[src/rtl/wots_base_w_digits.sv]
// Streams a digest as WOTS base-w digits followed by checksum digits.
// Ports: clk, reset (sync, active-high), start, msg_in, digit_ready ->
//   digit_valid, digit, chain_idx, busy, done.
//   Optional (WOTS_BASE_W_STEP_OUT_EN): mode in, start_step/end_step out.
module wots_base_w_digits #(
  parameter int WOTS_W     = 16,
  parameter int WOTS_LOG_W = $clog2(WOTS_W),
  parameter int MSG_LEN    = 256,
  parameter int WOTS_LEN1  = MSG_LEN / WOTS_LOG_W,
  parameter int WOTS_LEN2  = 3,
  parameter int CSUM_W     = 16
) (
  input  logic                  clk,
  input  logic                  reset,
  input  logic                  start,
  input  logic [MSG_LEN-1:0]    msg_in,
  input  logic                  digit_ready,
`ifdef WOTS_BASE_W_STEP_OUT_EN
  input  logic [1:0]            mode,
  output logic [WOTS_LOG_W-1:0] start_step,
  output logic [WOTS_LOG_W-1:0] end_step,
`endif
  output logic                  digit_valid,
  output logic [WOTS_LOG_W-1:0] digit,
  output logic [6:0]            chain_idx,
  output logic                  busy,
  output logic                  done
);

  localparam int WOTS_LEN = WOTS_LEN1 + WOTS_LEN2;
  localparam int ACC_W    = $clog2(WOTS_LEN1 * (WOTS_W - 1) + 1);
  // Left-align the checksum digits to a byte boundary.
  localparam int SH       = 8 - ((WOTS_LEN2 * WOTS_LOG_W) % 8);
  localparam logic [WOTS_LOG_W-1:0] DMAX = '1;

  typedef enum logic [1:0] {
    IDLE,
    EMIT_MSG,
    EMIT_CSUM,
    DONE
  } state_t;

  state_t state;
  state_t state_nx;

  logic [MSG_LEN-1:0]    msg_reg;
  logic [ACC_W-1:0]      csum;
  logic [ACC_W-1:0]      csum_nx;
  logic [CSUM_W-1:0]     csum_sh;
  logic [CSUM_W-1:0]     csum_fit;
  logic [CSUM_W-1:0]     csum_sh_nx;
  logic [6:0]            idx;
  logic [WOTS_LOG_W-1:0] cur;
  logic [WOTS_LOG_W-1:0] cur_inv;
  logic                  hs;
  logic                  last_msg;
  logic                  last_csum;

  // Message and checksum both shift left, so the live digit is the MSBs.
  assign cur = (state == EMIT_CSUM) ? csum_sh[CSUM_W-1 -: WOTS_LOG_W]
                                    : msg_reg[MSG_LEN-1 -: WOTS_LOG_W];

  // w is a power of two, so w-1-d is the bitwise inverse of d.
  assign cur_inv    = ~cur;
  assign csum_nx    = csum + ACC_W'(cur_inv);
  assign csum_fit   = CSUM_W'(csum_nx);
  assign csum_sh_nx = csum_fit << SH;

  assign hs        = digit_valid & digit_ready;
  assign last_msg  = (idx == 7'(WOTS_LEN1 - 1));
  assign last_csum = (idx == 7'(WOTS_LEN - 1));

  always_ff @(posedge clk) begin
    if (reset) state <= IDLE;
    else       state <= state_nx;
  end

  always_comb begin
    state_nx    = state;
    digit_valid = 1'b0;
    busy        = 1'b0;
    done        = 1'b0;
    unique case (state)
      IDLE: begin
        if (start) state_nx = EMIT_MSG;
      end
      EMIT_MSG: begin
        digit_valid = 1'b1;
        busy        = 1'b1;
        if (hs && last_msg) state_nx = EMIT_CSUM;
      end
      EMIT_CSUM: begin
        digit_valid = 1'b1;
        busy        = 1'b1;
        if (hs && last_csum) state_nx = DONE;
      end
      DONE: begin
        done     = 1'b1;
        state_nx = IDLE;
      end
      default: state_nx = IDLE;
    endcase
  end

  assign digit     = digit_valid ? cur : '0;
  assign chain_idx = digit_valid ? idx : '0;

  always_ff @(posedge clk) begin
    if (reset) begin
      msg_reg <= '0;
      csum    <= '0;
      csum_sh <= '0;
      idx     <= '0;
    end else if (state == IDLE && start) begin
      msg_reg <= msg_in;
      csum    <= '0;
      csum_sh <= '0;
      idx     <= '0;
    end else if (hs) begin
      idx <= idx + 7'd1;
      if (state == EMIT_MSG) begin
        msg_reg <= msg_reg << WOTS_LOG_W;
        csum    <= csum_nx;
        if (last_msg) csum_sh <= csum_sh_nx;
      end else begin
        csum_sh <= csum_sh << WOTS_LOG_W;
      end
    end
  end

`ifdef WOTS_BASE_W_STEP_OUT_EN
  logic [1:0] mode_reg;

  always_ff @(posedge clk) begin
    if (reset)                      mode_reg <= '0;
    else if (state == IDLE && start) mode_reg <= mode;
  end

  always_comb begin
    start_step = '0;
    end_step   = '0;
    if (digit_valid) begin
      unique case (mode_reg)
        2'd1: end_step = digit;
        2'd2: begin
          start_step = digit;
          end_step   = DMAX;
        end
        default: end_step = DMAX;
      endcase
    end
  end
`endif

endmodule

[config.mk]
export PLATFORM = sky130hd
export DESIGN_NAME = wots_base_w_digits
export DESIGN_NICKNAME = d
export VERILOG_FILES = /design/src/rtl/wots_base_w_digits.sv
export SDC_FILE = /design/constraint.sdc
export NUM_CORES = 1
export LEC_CHECK = 0
export CAP_MARGIN = 20
export CORE_MARGIN = 2
export CORE_UTILIZATION = 51
export DETAILED_ROUTE_END_ITERATION = 16
export GPL_ROUTABILITY_DRIVEN = 0
export PLACE_DENSITY = 0.89
export SLEW_MARGIN = 40
export SYNTH_ARGS = -nofsm -noshare
export SYNTH_HDL_FRONTEND = slang
export SYNTH_SLANG_ARGS = --single-unit
export TNS_END_PERCENT = 20
[constraint.sdc]
create_clock -name clk -period 3 [get_ports clk]
set_input_delay 0.45 -clock clk [delete_from_list [all_inputs] [get_ports clk]]
set_output_delay 0.45 -clock clk [all_outputs]
set_load 0.1 [all_outputs]
; Word level (Yosys, flattened, before mapping)
; Index checks and enable logic that the tools add are counted.
[word_totals]
ff_bits = 291
in_bits = 260
wordCells = 44
[op_classes]
addsub = 2
n_eq_ne = 9
muxes = 14
bitwise = 2
reduce_logical = 12
[op_table]
columns = op, n
row1 = 2-to-1 mux 256 bit, 3
row2 = 2-to-1 mux 16 bit, 2
row3 = adder 10 x 4 -> 10 bit, 1
row4 = 2-to-1 mux 4 bit, 2
row5 = case mux 2 bit (4 select lines), 1
row6 = "adder 7 x 1 -> 7 bit, second input constant", 1
row7 = "equality test 7 x 6 -> 1 bit, second input constant", 1
row8 = "equality test 7 bit, second input constant", 1
row9 = 2-to-1 mux 7 bit, 1
row10 = 2-to-1 mux 2 bit, 3
row11 = "inequality test 2 bit, second input constant", 3
row12 = AND reduction 2 bit, 3
row13 = "equality test 2 bit, second input constant", 2
row14 = inverter 4 bit, 1
row15 = nonzero test 2 bit, 2
row16 = OR reduction 2 bit, 2
row17 = logical AND 1 bit, 3
row18 = AND reduction 3 bit, 1
row19 = "equality test 2 x 1 -> 1 bit, second input constant", 1
row20 = logical NOT 2 bit, 1
row21 = 2-to-1 mux 1 bit, 2
row22 = "inequality test 2 x 1 -> 1 bit, second input constant", 1
row23 = bitwise AND 1 bit, 1

; Logic depth before layout (Yosys ltp)
[logic_depth]
word_depth = 7
mapped_depth = 11
ltp_nobuf = 9

; Least setup slack after synthesis
; Ideal clock, no wire load.
[synth_path]
path_type = reg2out
startpoint = reg state[1]
endpoint = out digit[0]
arrival_ps = 2995
required_ps = 2550
path_slack_ps = -445
stages_incl_launch_ff = 5
n_path_buf = 1
path_cell_list = dfxtp_1 -> inv_1 -> ha_1 -> clkbuf_1 -> nor2b_1
[synth_between]
elab_chain_cells = 4
elab_cells_between_ends = 6
classes_between = 2 x eq/ne / 3 x mux / 1 x reduce/logical
[synth_lines]
columns = item, line_no
row1 = start: declaration, 43  ; state_t state;
row2 = start signal: assignment, 75  ; else state <= state_nx;
row3 = equality test 2 bit or equality test 2 x 1 -> 1 bit (tied branches), -
row4 = OR reduction 2 bit (no source line) *, -
row5 = 2-to-1 mux 1 bit *, -
row6 = net busy, 26  ; output logic busy,
row7 = 2-to-1 mux 4 bit *, 105  ; assign digit = digit_valid ? cur : '0;
row8 = end: declaration, 24  ; output logic [WOTS_LOG_W-1:0] digit,
; The timed path passes the listed nets; every way through them passes the cells marked *.

; Worst setup path after layout
[layout_path]
startpoint = reg state[0]
endpoint = reg csum[9]
[layout_between]
elab_chain_cells = 5
elab_cells_between_ends = 12
classes_between = 1 x add/sub / 2 x eq/ne / 2 x mux / 2 x bitwise / 5 x reduce/logical
[layout_lines]
columns = item, line_no
row1 = "parallel branches: the longest is 5 deep, another holds adder 10 x 4 -> 10 bit", -
row2 = end signal: assignment, 123  ; csum <= csum_nx;
row3 = end: declaration, 47  ; logic [ACC_W-1:0] csum;
; Parallel ways; which one is timed is not known.
; A chain may end at the register's enable or synchronous reset.

==> flow_summary.toml <==
[cts]
cts.sinks = 287
cts_tree = "yes"
cts_hold_buf = 0
clock_path_buffers = 3
cts_buffers = 30
cts_root_buf = "clkbuf_16"
cts.htree.levels = 1
clock_latency_ns = 0.54
clk_pin_slew_ns = 0.06

[setup_path]
worstPathRequired_ns = 3.46
crit_path_top_delay_cell = "or4_1"
cpPeakStageDelay_ns = 0.58
path_class = "reg -> reg"
crit_path_max_fanout = 5
crit_chain = "inv_1 -> ha_1 -> mux2i_1 -> ha_1 -> or2_2 -> a211oi_1 -> or4_1 -> or4_1 -> a21oi_1"
endpoint_kind = "flip-flop"
cp.arrival_ns = 3.44
crit_path_start_kind = "flip-flop"

[power]
ir_worst_vdd_mv = 1.01
p_per_area_nw_per_um2 = 826
power_mw = 13.7
power.leakage_nw = 5.90

[finish]
areaGrowthSynthToFinish_pct = 31.0
num_antenna_cells = 0
final_common_cell = "nand2_1"
final_util = 0.683
fin_nets = 2099
drive_above_1_share = 0.0584
final_cell_mix = "524 x nand2_1, 287 x dfxtp_1, 273 x nor2_1"
final_cell_area_um2 = 16600
largest_register_ffs = 256

[yosys]
yosysTopAreaCell = "dfxtp_1"
synth-seq-cells = 287
yosysSeqAreaShare = 0.454
synth_nets = 1917
yosysTopAreaCellShare = 0.454
post_synth_inst_count = 1647
avgSynthCellArea_um2 = 7.69
synth_edf_count = 0
synth_ff_type = "dfxtp_1"
synth_warnings = 0
syn_area_um2 = 12700
synth-async-reset-ratio = 0
synth.distinct_cells = 50
synthTopCellsByArea = "dfxtp_1 45%, a311oi_1 17%, nand2_1 16%"

[route]
vias = 12525
first_pass_iters = 5
routedWlPerCell_um = 16.1
ant_nets = 0
drc = 0
drtIter0Drc = 1234
totalWireLength_mm = 35.0
via_per_inst = 5.76

[sta]
finalCritPeriodShare = 0.995
final.setup.tns_ns = 0
fin_skew_ns = 0.0110
grt_setup_unrepaired = "yes"
slew_violations = 0
worst_pin_slew_ns = 0.851
setup-violations-final = 0
max_freq_mhz = 335
slew_headroom = 0.433
period_needed_ns = 2.99
hold_viol_final = 0

[global_routing]
grt_pass1_vias = 11616
grt_max_degree = 206
grt_pass1_wl_mm = 56.8
antenna_found_initial = 0
overflow = 0
grt_use_total = 0.257

[floorplan]
ios = 274
die-area_um2 = 26100
rows = 57
die_w_um = 162
fp.dieH_um = 162
start_util = 0.521
core_um2 = 24300

[status]
status = "completed"

[placement]
portBuffers = 273
dpl_cell_area_um2 = 15600
dp_hpwl_mm = 22.4

[flow_run]
maxCapViolations = 0

[min_path]
worstHoldPathType = "in -> reg"
synth_stat cells, types with 2 or more instances:
master / number
o211ai_1: 6
o31ai_1: 3
dfxtp_1: 287
mux2i_1: 4
o221ai_1: 4
nor3_1: 6
nor2b_1: 5
a311oi_1: 252
a211oi_1: 3
xor2_1: 5
a21o_1: 2
inv_1: 8
nand4_1: 6
a22oi_1: 4
or2_2: 2
nor4_1: 4
mux2i_4: 2
buf_1: 4
xnor2_1: 7
and4_1: 2
nor2_1: 273
a21oi_1: 21
maj3_1: 2
clkbuf_1: 147
o21ai_0: 2
nand2b_1: 3
nand2_1: 526
o2111ai_1: 2
ha_1: 10
and2_1: 10
or4_1: 3
nand3_1: 14
repair_timing:
item	4_1_cts	5_1_grt
endpoints found under the setup margin	0	9
buffers inserted	0	0
resized for setup	0	0
stage by stage:
| step | worst slack [ns] | hold slack [ns] | cells |
|---|---|---|---|
| 2_1_floorplan | -0.444 | 0.441 | 1647 |
| 6_report | 0.0137 | 0.429 | 2174 |
| 3_5_place_dp | 0.0312 | 0.461 | 2121 |
| 3_3_place_gp | 0.0824 | 0.455 | 2121 |
| 5_1_grt | -0.145 | 0.455 | 2174 |
| 4_1_cts | 0.0249 | 0.434 | 2174 |
critical path, delay by kind of cell (launching register included):
family          cells  cell delay, ns
fa+ha+maj           2            0.62
flops               1            0.33
mux                 1            0.35
compound gates      2            0.24
buf+inv             1            0.12
simple gates        3            1.24
worst paths after layout:
| path | slack [ns] | cells past startpoint | from | endpoint |
|---|---|---|---|---|
| setup / recovery | 0.01 | 9 | state[0]$_SDFFE_PP0P_ | csum[9]$_SDFFE_PP0P_ |
| hold / removal | 0.43 | 2 | reset | state[1]$_SDFFE_PP0P_ |
| setup reg to reg | 0.01 | 9 | state[0]$_SDFFE_PP0P_ | csum[9]$_SDFFE_PP0P_ |
| hold reg to reg | 0.47 | 2 | msg_reg[177]$_SDFFE_PP0P_ | msg_reg[181]$_SDFFE_PP0P_ |
power breakdown:
group	switching [mW]	internal, mW
Combinational	2.75	1.63
Sequential	0.598	4.91
Clock	1.52	2.31
routing by layer:
metal  GRT usage  wire length, um
met3      0.0473             2530
met5           0                0
met4      0.0653              793
met2       0.422            16500
met1       0.349            15200
cell type report:
cell class                 count  area, um2
fill                        1867       7720
multi-input combinational   1198       6330
sequential                   287       5750
timing repair buffer         304       3070
clock buffer                  38        842
tap                          324        405
clock inverter                15        179
inverter                       8       30.0
cells by family (layout without fill, tap and decap cells):
kind of cell    Yosys count  count (layout)  share of synthesized area
compound gates          306             306                      0.204
xor+xnor                 12              12                    0.00830
fa+ha+maj                12              12                     0.0115
buf+inv                 162             365                     0.0490
flops                   287             287                      0.454
mux                       7               7                    0.00760
simple gates            861             861                      0.267
(Power assumes the default switching activity.)
